--- src/rtl/seg7_pkg.sv ---
// Shared constants and types for the 7-segment scan decoder.
package seg7_pkg;

    localparam logic [6:0] SEG7_P0    = 7'h3F;
    localparam logic [6:0] SEG7_P1    = 7'h06;
    localparam logic [6:0] SEG7_P2    = 7'h5B;
    localparam logic [6:0] SEG7_P3    = 7'h4F;
    localparam logic [6:0] SEG7_P4    = 7'h66;
    localparam logic [6:0] SEG7_P5    = 7'h6D;
    localparam logic [6:0] SEG7_P6    = 7'h7D;
    localparam logic [6:0] SEG7_P7    = 7'h07;
    localparam logic [6:0] SEG7_P8    = 7'h7F;
    localparam logic [6:0] SEG7_P9    = 7'h6F;
    localparam logic [6:0] SEG7_BLANK = 7'h00;

    localparam logic [3:0] BCD_BLANK   = 4'hF;
    localparam logic [3:0] BCD_ILLEGAL = 4'hE;

    // Wide enough for the largest stability threshold (15).
    localparam int unsigned CNT_W = 4;

    typedef enum logic {
        IDLE  = 1'b0,
        VALID = 1'b1
    } out_state_e;

endpackage

--- src/rtl/seg7_scan_decoder_if.sv ---
// Frame output channel: committed BCD frame with valid/ready handshake.
interface seg7_scan_decoder_if #(
    parameter int unsigned NDIG = 4
) ();
    logic [4*NDIG-1:0] bcd;
    logic              out_valid;
    logic              out_ready;

    modport master (
        output bcd,
        output out_valid,
        input  out_ready
    );

    modport slave (
        input  bcd,
        input  out_valid,
        output out_ready
    );
endinterface

--- src/rtl/seg7_pattern_decode.sv ---
// Combinational 7-segment pattern to BCD code; unknown patterns flagged illegal.
module seg7_pattern_decode
    import seg7_pkg::*;
(
    input  logic [6:0] pat_i,
    output logic [3:0] code_c_o,
    output logic       illegal_c_o
);

    always_comb begin
        code_c_o    = BCD_ILLEGAL;
        illegal_c_o = 1'b0;
        case (pat_i)
            SEG7_P0:    code_c_o = 4'd0;
            SEG7_P1:    code_c_o = 4'd1;
            SEG7_P2:    code_c_o = 4'd2;
            SEG7_P3:    code_c_o = 4'd3;
            SEG7_P4:    code_c_o = 4'd4;
            SEG7_P5:    code_c_o = 4'd5;
            SEG7_P6:    code_c_o = 4'd6;
            SEG7_P7:    code_c_o = 4'd7;
            SEG7_P8:    code_c_o = 4'd8;
            SEG7_P9:    code_c_o = 4'd9;
            SEG7_BLANK: code_c_o = BCD_BLANK;
            default:    illegal_c_o = 1'b1;
        endcase
    end

endmodule

--- src/rtl/seg7_scan_decoder.sv ---
// Recovers BCD digits from a multiplexed 7-segment bus and presents whole frames.
// Define SEG7_ACTIVE_LOW_EN for common-anode (active-low) segment lines.
module seg7_scan_decoder
    import seg7_pkg::*;
#(
    parameter int unsigned NDIG       = 4,
    parameter int unsigned STABLE_CNT = 2
) (
    input  logic                 clk,
    input  logic                 rst,
    input  logic [6:0]           seg,
    input  logic [NDIG-1:0]      dig_en,
    input  logic                 sample_en,
    seg7_scan_decoder_if.master  frame,
    output logic [NDIG-1:0]      digit_err,
    output logic                 onehot_err,
    output logic                 overrun
);

    localparam logic [CNT_W-1:0] CNT_MAX = CNT_W'(STABLE_CNT);

    logic [6:0]                 seg_in_c;
    logic [3:0]                 code_c;
    logic                       illegal_c;
    logic                       is_onehot_c;
    logic                       accept_c;
    logic                       frame_load_c;
    logic [CNT_W-1:0]           cnt_nx_c;

    logic [NDIG-1:0][3:0]       cand_q, cand_d;
    logic [NDIG-1:0][CNT_W-1:0] cnt_q, cnt_d;
    logic [4*NDIG-1:0]          committed_q, committed_d;
    logic [NDIG-1:0]            digit_err_q, digit_err_d;
    logic [NDIG-1:0]            mask_q, mask_d;
    logic                       onehot_err_q, onehot_err_d;
    logic [4*NDIG-1:0]          bcd_q, bcd_d;
    logic                       out_valid_q, out_valid_d;
    logic                       overrun_q, overrun_d;
    out_state_e                 state_q, state_d;

    // Polarity is normalised here so all pattern constants stay active-high.
`ifdef SEG7_ACTIVE_LOW_EN
    assign seg_in_c = ~seg;
`else
    assign seg_in_c = seg;
`endif

    assign is_onehot_c  = (dig_en != '0) && ((dig_en & (dig_en - NDIG'(1))) == '0);
    assign accept_c     = sample_en && is_onehot_c;
    assign frame_load_c = &mask_q;

    seg7_pattern_decode u_decode (
        .pat_i       (seg_in_c),
        .code_c_o    (code_c),
        .illegal_c_o (illegal_c)
    );

    // Per-digit debounce: candidate/count update, commit of stable legal codes.
    always_comb begin
        cand_d      = cand_q;
        cnt_d       = cnt_q;
        committed_d = committed_q;
        digit_err_d = digit_err_q;
        cnt_nx_c    = '0;
        for (int unsigned k = 0; k < NDIG; k++) begin
            if (accept_c && dig_en[k]) begin
                if (code_c == cand_q[k]) begin
                    cnt_nx_c = (cnt_q[k] >= CNT_MAX) ? CNT_MAX : cnt_q[k] + CNT_W'(1);
                end else begin
                    cand_d[k] = code_c;
                    cnt_nx_c  = CNT_W'(1);
                end
                cnt_d[k] = cnt_nx_c;
                if ((cnt_nx_c == CNT_MAX) && !illegal_c) begin
                    committed_d[4*k +: 4] = code_c;
                end
                digit_err_d[k] = illegal_c;
            end
        end
    end

    // A full mask is consumed by the load on the following edge.
    always_comb begin
        mask_d       = (frame_load_c ? '0 : mask_q) | (accept_c ? dig_en : '0);
        onehot_err_d = onehot_err_q | (sample_en & ~is_onehot_c);
    end

    // Output FSM next state: a frame load always wins over a handshake.
    always_comb begin
        state_d   = state_q;
        bcd_d     = bcd_q;
        overrun_d = 1'b0;
        case (state_q)
            IDLE: begin
                if (frame_load_c) begin
                    state_d = VALID;
                    bcd_d   = committed_q;
                end
            end
            VALID: begin
                if (frame_load_c) begin
                    bcd_d     = committed_q;
                    overrun_d = ~frame.out_ready;
                end else if (frame.out_ready) begin
                    state_d = IDLE;
                end
            end
            default: state_d = IDLE;
        endcase
        out_valid_d = (state_d == VALID);
    end

    always_ff @(posedge clk) begin
        if (rst) begin
            cand_q       <= '0;
            cnt_q        <= '0;
            committed_q  <= '0;
            digit_err_q  <= '0;
            mask_q       <= '0;
            onehot_err_q <= 1'b0;
            bcd_q        <= '0;
            out_valid_q  <= 1'b0;
            overrun_q    <= 1'b0;
            state_q      <= IDLE;
        end else begin
            cand_q       <= cand_d;
            cnt_q        <= cnt_d;
            committed_q  <= committed_d;
            digit_err_q  <= digit_err_d;
            mask_q       <= mask_d;
            onehot_err_q <= onehot_err_d;
            bcd_q        <= bcd_d;
            out_valid_q  <= out_valid_d;
            overrun_q    <= overrun_d;
            state_q      <= state_d;
        end
    end

    assign frame.bcd       = bcd_q;
    assign frame.out_valid = out_valid_q;
    assign digit_err       = digit_err_q;
    assign onehot_err      = onehot_err_q;
    assign overrun         = overrun_q;

endmodule

--- src/flat_wrapper.sv ---
// flat-port wrapper written by rule: the top's interface ports become plain ports
module seg7_scan_decoder_flat import seg7_pkg::*;
#(
    parameter int unsigned NDIG       = 4,
    parameter int unsigned STABLE_CNT = 2
)
  (clk, rst, seg, dig_en, sample_en, digit_err, onehot_err, overrun, frame_bcd, frame_out_valid, frame_out_ready);
  seg7_scan_decoder_if #(.NDIG(NDIG)) frame_i ();
  input  logic clk;
  input  logic rst;
  input  logic [6:0] seg;
  input  logic [NDIG-1:0] dig_en;
  input  logic sample_en;
  output logic [NDIG-1:0] digit_err;
  output logic onehot_err;
  output logic overrun;
  output wire logic [$bits(frame_i.bcd)-1:0] frame_bcd;
  output wire logic [$bits(frame_i.out_valid)-1:0] frame_out_valid;
  input wire logic [$bits(frame_i.out_ready)-1:0] frame_out_ready;
  assign frame_bcd = frame_i.bcd;
  assign frame_out_valid = frame_i.out_valid;
  assign frame_i.out_ready = frame_out_ready;
  seg7_scan_decoder #(.NDIG(NDIG), .STABLE_CNT(STABLE_CNT)) u_core (.clk(clk), .rst(rst), .seg(seg), .dig_en(dig_en), .sample_en(sample_en), .frame(frame_i), .digit_err(digit_err), .onehot_err(onehot_err), .overrun(overrun));
endmodule
--- config.mk ---
export PLATFORM = sky130hd
export DESIGN_NAME = seg7_scan_decoder_flat
export DESIGN_NICKNAME = d
export VERILOG_FILES = /design/src/rtl/seg7_pkg.sv /design/src/rtl/seg7_scan_decoder_if.sv /design/src/rtl/seg7_pattern_decode.sv /design/src/rtl/seg7_scan_decoder.sv /design/src/flat_wrapper.sv
export SDC_FILE = /design/constraint.sdc
export NUM_CORES = 1
export LEC_CHECK = 0
export CAP_MARGIN = 20
export CORE_ASPECT_RATIO = 1.4
export CORE_UTILIZATION = 44
export CTS_BUF_LIST = sky130_fd_sc_hd__clkbuf_16
export CTS_CLUSTER_SIZE = 40
export DETAILED_ROUTE_END_ITERATION = 7
export GPL_TIMING_DRIVEN = 0
export PLACE_DENSITY = 0.72
export SYNTH_ARGS = -nofsm -noshare
export SYNTH_HDL_FRONTEND = slang
export SYNTH_SLANG_ARGS = --single-unit
--- constraint.sdc ---
create_clock -name clk -period 7.9 [get_ports clk]
set_clock_uncertainty 0.1 [all_clocks]
set_input_delay 0.79 -clock clk [delete_from_list [all_inputs] [get_ports clk]]
set_output_delay 0.79 -clock clk [all_outputs]
set_load 0.01 [all_outputs]
==> results.sh, run 1 <==
export IMPL_path_max_fanout=9
export IMPL_hp_class="reg -> reg"
export IMPL_synthMuxAreaShare_pct=3.32
export IMPL_final_common_cell="dfxtp_1"
export IMPL_synthXorXnorAreaFrac_pct=2.60
export IMPL_tightest_slew_ps=882
export IMPL_synth_seq_cells=75
export IMPL_p_int_uw=608
export IMPL_port_buffer_count=30
export IMPL_pwr_share_comb_pct=7.1
export IMPL_cellPowerDensity_mw_per_mm2=183
export IMPL_yosysUniqueCellTypes=72
export IMPL_die_h_um=110
export IMPL_clkTransAtPathRegs_ps=50
export IMPL_via_count=3205
export IMPL_place_gp_congestion=0.874
export IMPL_core_area_sq_mm=0.00810
export IMPL_ant_nets=0
export IMPL_netlist_area_sq_mm=0.00366
export IMPL_fin_setup_tns_ps=0
export IMPL_async_flop_share_pct=0
export IMPL_htreeDepth=3
export IMPL_end_kind="register"
export IMPL_timing_fmax_ghz=0.264
export IMPL_drc=0
export IMPL_die_w_um=79.1
export IMPL_area_delta_synth_final_pct=19.0
export IMPL_start_util_pct=45.2
export IMPL_ios=38
export IMPL_hold_ws_ps=348
export IMPL_yosysSeqAreaShare_pct=41.0
export IMPL_drtPass1Iterations=5
export IMPL_synthSimpleGateAreaFrac_pct=23.5
export IMPL_grt_usage_pct=22.0
export IMPL_synthAdderAreaFrac_pct=2.74
export IMPL_fin_crit_ps=3790
export IMPL_cts_sinks=75
export IMPL_cts_root_buf="clkbuf_16"
export IMPL_status="finished, final reports clean"
export IMPL_finalCritPeriodShare_pct=48.0
export IMPL_cts_hold_buffers=0
export IMPL_grt_pass1_vias=3050
export IMPL_fp_row_count=39
export IMPL_arrival_ps=3920
export IMPL_synth_area_per_cell_sq_um=8.90
export IMPL_switchingPower_uw=187
export IMPL_grt_max_degree=12
export IMPL_routed_wl_um=8630
export IMPL_dieArea_sq_mm=0.00869
export IMPL_cts_buffers=9
export IMPL_post_cts_resized=0
export IMPL_cts_tree="built"
export IMPL_cp_start_kind="input port"
export IMPL_synth_top_flop_cell="dfxtp_1"
export IMPL_grt_pass1_wl_um=14700
export IMPL_post_cts_buffers=0
export IMPL_power_frac_clock_pct=44.6
export IMPL_cts_path_max_buffers=2
export IMPL_syn_inst=411
export IMPL_synth_top_family_by_area="simple AND/OR/NAND/NOR gates"
export IMPL_antenna_found_initial=0
export IMPL_maxSlewHeadroom_pct=41.1
export IMPL_viasPerCell=5.73
export IMPL_dp_hpwl_um=6270
export IMPL_drive_above_1_share_pct=9.63
export IMPL_syn_nets=434
export IMPL_p_sw_share_pct=23.6
export IMPL_crit_type="in -> reg"
export IMPL_hold_depth=2
export IMPL_wl_per_cell_um=15.4
export IMPL_pwr_share_seq_pct=48.3
export IMPL_first_iter_violations=155
export IMPL_slew_violations=0
export IMPL_final_nets=475
export IMPL_peakVddDrop_mv=0.118
export IMPL_final_hold_viol_count=0
export IMPL_final_cell_mix="dfxtp_1 (75), nand2_1 (71), a21oi_1 (41)"
export IMPL_maxCapViolations=0
export IMPL_critical_path_required_ps=8030
export IMPL_rsz0062_at_grt="no"
export IMPL_synth_compound_area_share_pct=22.3
export IMPL_synth_edf_count=0
export IMPL_p_leak_nw=1.55
export IMPL_ff2ff_path_depth=7
export IMPL_worstSkewPairLatency_ps=340
export IMPL_overflow=0
export IMPL_setup_viol_count_final=0
export IMPL_antennaDiodeCount=0
export IMPL_synth_warnings=0
==> worst paths after layout <==
kind                                         from               endpoint  slack [ps]
worst max-delay path                       seg[0]  u_core.committed_q[2]        4110
worst min-delay path            u_core.onehot_err      u_core.onehot_err         350
worst max register to register   u_core.cand_q[7]  u_core.committed_q[4]        5710
worst min register to register  u_core.onehot_err      u_core.onehot_err         350
==> stage by stage <==
step / cells / instance area, sq um / total power, mW / worst slack [ps] / utilization [%]
after floorplan: 411 / 3660 / 0.430 / 4700 / -
after global placement: 543 / 4090 / 0.447 / 3840 / 50.5
after detailed placement: 543 / 4100 / 0.448 / 3830 / 50.6
after CTS: 559 / 4350 / 0.799 / 4160 / 53.8
after global routing: 559 / 4350 / 0.825 / 3950 / 53.8
final: 559 / 4350 / 0.796 / 4110 / 53.8
==> cells in the mapped netlist, types with 3 or more instances <==
| master | instances | share of area (%) |
|---|---|---|
| a211oi_1 | 9 | 1.8 |
| a21oi_1 | 41 | 5.6 |
| a221oi_1 | 3 | 0.72 |
| a311oi_1 | 5 | 1.2 |
| a31o_1 | 4 | 0.96 |
| a32oi_1 | 3 | 0.72 |
| and3_1 | 5 | 0.85 |
| and4_1 | 3 | 0.72 |
| buf_2 | 3 | 0.41 |
| buf_4 | 3 | 0.62 |
| buf_6 | 3 | 0.92 |
| clkbuf_1 | 17 | 1.7 |
| dfxtp_1 | 75 | 41 |
| ha_1 | 8 | 2.7 |
| inv_1 | 7 | 0.72 |
| mux2i_1 | 11 | 3.0 |
| nand2_1 | 71 | 7.3 |
| nand2b_1 | 3 | 0.51 |
| nand3_1 | 10 | 1.4 |
| nand3b_1 | 4 | 0.82 |
| nand4_1 | 7 | 1.2 |
| nor2_1 | 24 | 2.5 |
| nor2b_1 | 3 | 0.51 |
| nor3_1 | 3 | 0.41 |
| nor4_1 | 8 | 1.4 |
| o211ai_1 | 3 | 0.62 |
| o21ai_0 | 5 | 0.68 |
| or3_1 | 6 | 1.0 |
| xnor2_1 | 4 | 0.96 |
| xor2_1 | 5 | 1.2 |
==> cell families after synthesis <==
kind of cell / Yosys count
XOR/XNOR: 10
multiplexers: 12
flip-flops: 75
AO/OA/AOI/OAI: 106
buffers and inverters: 34
AND/OR/NAND/NOR: 166
adder cells (fa/ha/maj): 8
==> power by group through the flow <==
stage / combinational, mW / sequential [mW] / clock, mW
after CTS: 0.0564 / 0.384 / 0.359
after detailed placement: 0.0561 / 0.392 / 0
after global routing: 0.0623 / 0.384 / 0.378
after global placement: 0.0549 / 0.392 / 0
after floorplan: 0.0380 / 0.392 / 0
final: 0.0567 / 0.384 / 0.355
==> layout make-up <==
type | count | area, sq um
fill | 772 | 3750
multi-input combinational | 302 | 2010
sequential | 75 | 1500
timing repair buffer | 30 | 300
clock buffer | 9 | 225
buffer | 27 | 139
tap | 102 | 128
clock inverter | 7 | 28.8
inverter | 7 | 26.3
==> worst max-delay path: stages <==
cell             delay (ps)
clkdlybuf4s50_1         570
nor4b_2                 390
o2111ai_2               220
and4_1                  210
clkbuf_1                190
nor2_1                  490
xnor2_1                 320
or3_1                   480
a31o_1                  240
==> registers in the layout, summed over array words and instances, names as in the netlist <==
| name | count |
|---|---|
| u_core.cand_q | 16 |
| u_core.cnt_q | 16 |
| u_core.committed_q | 16 |
| u_core.digit_err | 4 |
| u_core.frame.bcd | 16 |
| u_core.frame.out_valid | 1 |
| u_core.mask_q | 4 |
| u_core.onehot_err | 1 |
| u_core.overrun | 1 |
==> metal layers <==
metal	vias up	track usage, %	part of all wire (%)
met5	-	0	0
met4	0	11.6	3.4
met3	21	5.06	3.6
met2	75	36.5	49
met1	1517	26.2	44
li1	1592	-	-
Note: power is estimated with default switching activity, not from simulation.
==> inputs of run 2 (changes only) <==
--- a/config.mk
+++ b/config.mk
@@ -12,7 +12,7 @@
 export CTS_CLUSTER_SIZE = 40
 export DETAILED_ROUTE_END_ITERATION = 7
 export GPL_TIMING_DRIVEN = 0
-export PLACE_DENSITY = 0.72
+export PLACE_DENSITY = 0.75
 export SYNTH_ARGS = -nofsm -noshare
 export SYNTH_HDL_FRONTEND = slang
 export SYNTH_SLANG_ARGS = --single-unit
==> constraint.sdc (replaced) <==
create_clock -name clk -period 3.4 [get_ports clk]
set_clock_uncertainty 0.1 [all_clocks]
set_input_delay 0.34 -clock clk [delete_from_list [all_inputs] [get_ports clk]]
set_output_delay 0.34 -clock clk [all_outputs]
set_load 0.01 [all_outputs]
==> run 2 against run 1 <==
Wire length is 0.32% higher. Via count rose by 0.66%. Clock power rose by 130%. Final area is 0.86% higher. First-iteration DRC count up 32%. Sequential share of layout area decreased by 0.29 points. Non-clock buffer count increased by 5. Worst hold slack improved by 4.5 ps. Die area unchanged. Sequential power rose by 130%. Largest power group unchanged.
==> results.sh, run 2 (synthesis results as in run 1) <==
export IMPL_area_delta_synth_final_pct=20.0
export IMPL_fin_crit_ps=3210
export IMPL_slew_violations=0
export IMPL_fp_row_count=39
export IMPL_drive_above_1_share_pct=11.1
export IMPL_final_cell_mix="dfxtp_1 (75), nand2_1 (71), a21oi_1 (41)"
export IMPL_ant_nets=0
export IMPL_timing_fmax_ghz=0.311
export IMPL_cellPowerDensity_mw_per_mm2=422
export IMPL_hp_class="reg -> reg"
export IMPL_seq_area_sq_mm=0.00150
export IMPL_htreeDepth=3
export IMPL_finalPower_mw=1.85
export IMPL_worstPathCellList="clkdlybuf4s50_1, and3b_1, nand4_1, a311oi_4, o211a_4, o221ai_4, or4_4, buf_6, mux2i_1"
export IMPL_antennaDiodeCount=0
export IMPL_multiInputGateArea_sq_mm=0.00201
export IMPL_die_w_um=79.1
export IMPL_cts_hold_buffers=0
export IMPL_critical_path_required_ps=3490
export IMPL_overflow=0
export IMPL_cts_buffers=9
export IMPL_maxSlewHeadroom_pct=33.0
export IMPL_finalCritPeriodShare_pct=94.5
export IMPL_first_iter_violations=205
export IMPL_viasPerCell=5.73
export IMPL_critical_path_max_stage_delay_ps=640
export IMPL_die_h_um=110
export IMPL_maxCapViolations=0
export IMPL_via_count=3226
export IMPL_instances_no_fill=563
export IMPL_grt_usage_pct=21.6
export IMPL_start_util_pct=45.2
export IMPL_arrival_ps=3300
export IMPL_cts_sinks=75
export IMPL_path_max_fanout=9
export IMPL_wl_per_cell_um=15.4
export IMPL_port_buffer_count=30
export IMPL_worstSkewPairLatency_ps=340
export IMPL_core_area_sq_mm=0.00810
export IMPL_dp_cells=543
export IMPL_grt_pass1_vias=3166
export IMPL_clkTransAtPathRegs_ps=50
export IMPL_dp_hpwl_um=6250
export IMPL_end_kind="register"
export IMPL_dieArea_sq_mm=0.00869
export IMPL_final_common_cell="dfxtp_1"
export IMPL_setup_viol_count_final=0
export IMPL_ios=38
export IMPL_tightest_slew_ps=1000
export IMPL_final_nets=480
export IMPL_p_leak_nw=1.57
export IMPL_routed_wl_um=8660
export IMPL_critPathSlowestCell="clkdlybuf4s50_1"
export IMPL_rsz0062_at_grt="no"
export IMPL_cts_path_max_buffers=2
export IMPL_nFillCells=743
export IMPL_cts_tree="built"
export IMPL_grt_max_degree=12
export IMPL_grt_pass1_wl_um=14400
export IMPL_cts_root_buf="clkbuf_16"
export IMPL_status="finished, final reports clean"
export IMPL_peakVddDrop_mv=0.303
export IMPL_final_hold_viol_count=0
export IMPL_place_gp_congestion=0.881
export IMPL_cp_start_kind="input port"
export IMPL_crit_type="in -> reg"
export IMPL_drc=0
export IMPL_drtPass1Iterations=4
export IMPL_hold_ws_ps=353
export IMPL_antenna_found_initial=0
-- run 2: cell types whose count changed in the layout (fill, tap and decap cells not counted), sizes merged --
| cell | previous run | this run |
|---|---|---|
| inv | 10 | 9 |
| buf | 10 | 15 |
-- run 2: metrics by stage --
step	util (%)	setup TNS (ps)	area, sq um	setup WS (ps)
2_1_floorplan	-	0	3660	651
3_3_place_gp	50.5	-1480	4090	-195
3_5_place_dp	50.6	-2140	4100	-221
4_1_cts	53.7	0	4350	121
5_1_grt	54.2	0	4390	39.5
6_report	54.2	0	4390	187
-- run 2: worst paths after layout --
kind	startpoint	to	slack [ps]	cells after the start
hold reg to reg	u_core.frame.bcd[15]	u_core.frame.bcd[15]	350	2
hold / removal	u_core.frame.bcd[15]	u_core.frame.bcd[15]	350	2
setup / recovery	seg[0]	u_core.committed_q[4]	190	9
setup reg to reg	u_core.cnt_q[8]	u_core.committed_q[8]	1240	6
-- run 2: worst max-delay path, delay by kind of cell --
family,cells,cell delay [ps]
simple gates,3,1040
compound gates,3,1010
buf+inv,2,800
mux,1,100
-- run 2: power breakdown --
group          internal (mW)  switching (mW)
logic                 0.0519          0.0835
registers              0.887         0.00563
clock network          0.477           0.347
-- run 2: what timing repair did --
action	in CTS	in global routing
resized for setup	0	1
buffers inserted	0	5
setup endpoints to repair	0	8
-- run 2: area by class of cell --
class	count	share of cell area [%]
clock buffer	9	5.13
sequential	75	34.2
multi-input combinational	302	45.7
timing repair buffer	35	7.69
buffer	27	3.16
clock inverter	6	0.598
tap	102	2.91
inverter	7	0.598
-- run 2: per-layer routing --
layer | track usage, % | wire length [um] | up-vias
li1 | - | - | 1593
met1 | 23.6 | 3660 | 1516
met2 | 36.9 | 4170 | 85
met3 | 4.40 | 367 | 32
met4 | 15.6 | 457 | 0
met5 | 0 | 0 | -
==> inputs of run 3 (changes only) <==
--- a/config.mk
+++ b/config.mk
@@ -7,6 +7,7 @@
 export LEC_CHECK = 0
 export CAP_MARGIN = 20
 export CORE_ASPECT_RATIO = 1.4
+export CORE_MARGIN = 2
 export CORE_UTILIZATION = 44
 export CTS_BUF_LIST = sky130_fd_sc_hd__clkbuf_16
 export CTS_CLUSTER_SIZE = 40
==> run 3 against run 2 <==
Critical path type unchanged. Largest power group is now clock. Final area grew 0.46%. Sequential share of layout area down 0.16 points. Sequential power is essentially flat. Sequential cell count unchanged. Final cell count fell by 0.18%. Core utilization grew 0.25 points. Setup slack gained 4.4 ps. Critical path depth unchanged. Die area is 4.4% higher. Non-clock buffer count down 2. Fmax is 0.14% higher. Largest cell class unchanged.
==> results.sh, run 3 (synthesis results as in run 1) <==
export IMPL_status="finished, final reports clean"
export IMPL_cts_path_max_buffers=2
export IMPL_start_util_pct=45.2
export IMPL_timing_fmax_ghz=0.312
export IMPL_nFillCells=740
export IMPL_final_cell_mix="dfxtp_1 (75), nand2_1 (71), a21oi_1 (41)"
export IMPL_final_common_cell="dfxtp_1"
export IMPL_slew_violations=0
export IMPL_critPathSlowestCell="clkdlybuf4s50_1"
export IMPL_hp_class="reg -> reg"
export IMPL_maxSlewHeadroom_pct=37.2
export IMPL_fp_row_count=39
export IMPL_maxCapViolations=0
export IMPL_cp_start_kind="input port"
export IMPL_peakVddDrop_mv=0.259
export IMPL_crit_type="in -> reg"
export IMPL_die_h_um=112
export IMPL_setup_slack_ps=191
export IMPL_overflow=0
export IMPL_core_area_sq_mm=0.00810
export IMPL_worstPathCellList="clkdlybuf4s50_1, and3b_1, nand4_1, a311oi_4, o211a_4, o221ai_4, or4_4, buf_6, mux2i_1"
export IMPL_pre_cts_slack_ps=-221
export IMPL_arrival_ps=3300
export IMPL_dp_hpwl_um=6230
export IMPL_antennaDiodeCount=0
export IMPL_cts_sinks=75
export IMPL_critical_path_required_ps=3490
export IMPL_fin_setup_tns_ps=0
export IMPL_cts_hold_buffers=0
export IMPL_via_count=3179
export IMPL_cts_root_buf="clkbuf_16"
export IMPL_cellPowerDensity_mw_per_mm2=437
export IMPL_wl_per_cell_um=15.5
export IMPL_place_gp_congestion=0.832
export IMPL_final_hold_viol_count=0
export IMPL_finalCritPeriodShare_pct=94.4
export IMPL_rsz0062_at_grt="no"
export IMPL_p_leak_nw=1.58
export IMPL_grt_max_degree=12
export IMPL_drc=0
export IMPL_grt_usage_pct=20.5
export IMPL_htreeDepth=3
export IMPL_area_delta_synth_final_pct=20.5
export IMPL_tightest_slew_ps=939
export IMPL_viasPerCell=5.66
export IMPL_clkTransAtPathRegs_ps=50
export IMPL_worstSkewPairLatency_ps=340
export IMPL_ant_nets=0
export IMPL_cts_tree="built"
export IMPL_die_w_um=81.1
export IMPL_final_nets=478
export IMPL_routed_wl_um=8710
export IMPL_end_kind="register"
export IMPL_grt_pass1_wl_um=14400
export IMPL_hold_ws_ps=346
export IMPL_port_buffer_count=30
export IMPL_drtPass1Iterations=4
export IMPL_setup_viol_count_final=0
export IMPL_dieArea_sq_mm=0.00907
export IMPL_path_max_fanout=9
export IMPL_antenna_found_initial=0
export IMPL_first_iter_violations=166
export IMPL_finalPower_mw=1.93
export IMPL_ios=38
export IMPL_grt_pass1_vias=3041
export IMPL_fin_crit_ps=3210
export IMPL_critical_path_max_stage_delay_ps=660
export IMPL_drive_above_1_share_pct=10.7
export IMPL_cts_buffers=9
==> run 3: cell type report <==
class | instances | area [sq um] | share of cell area, %
clock inverter | 7 | 53.8 | 1.22
timing repair buffer | 33 | 323 | 7.32
multi-input combinational | 302 | 2020 | 45.7
sequential | 75 | 1500 | 34.0
tap | 102 | 128 | 2.89
inverter | 7 | 26.3 | 0.596
buffer | 27 | 139 | 3.15
clock buffer | 9 | 225 | 5.10
==> run 3: report_power, final <==
group / switching, mW / leakage (nW) / internal [mW]
Clock: 0.348 / 0.152 / 0.553
Combinational: 0.0832 / 0.825 / 0.0516
Sequential: 0.00555 / 0.605 / 0.887
Total: 0.436 / 1.58 / 1.49
==> run 3: timing repair <==
item | CTS | global route
setup endpoints to repair | 0 | 11
setup buffers | 0 | 3
resized for setup | 0 | 2
==> run 3: per-stage QoR <==
stage          std cells  utilization, %  instance area, sq um
2_1_floorplan        411               -                  3660
3_3_place_gp         543            50.5                  4090
3_5_place_dp         543            50.6                  4100
4_1_cts              559            54.1                  4380
5_1_grt              562            54.5                  4410
6_report             562            54.5                  4410
==> run 3: worst paths after layout <==
kind                     start                    end  slack, ps  cells after the start
max                     seg[0]  u_core.committed_q[4]        190                      9
min          u_core.onehot_err      u_core.onehot_err        350                      2
min reg2reg  u_core.onehot_err      u_core.onehot_err        350                      2
max reg2reg   u_core.cand_q[7]  u_core.committed_q[4]       1230                      7
==> run 3: worst max-delay path, delay by kind of cell <==
| family | cells | cell delay, ps |
|---|---|---|
| buffers and inverters | 2 | 810 |
| muxes | 1 | 110 |
| AOI/OAI and AO/OA | 3 | 990 |
| and+or+nand+nor | 3 | 1040 |
==> run 3: per-layer routing <==
| layer | GRT usage (%) | up-vias | wire length, um | share of wire (%) |
|---|---|---|---|---|
| li1 | - | 1591 | - | - |
| met1 | 24.4 | 1491 | 3840 | 44 |
| met2 | 33.3 | 70 | 4240 | 49 |
| met3 | 4.05 | 27 | 301 | 3.5 |
| met4 | 12.2 | 0 | 335 | 3.8 |
| met5 | 0 | - | 0 | 0 |
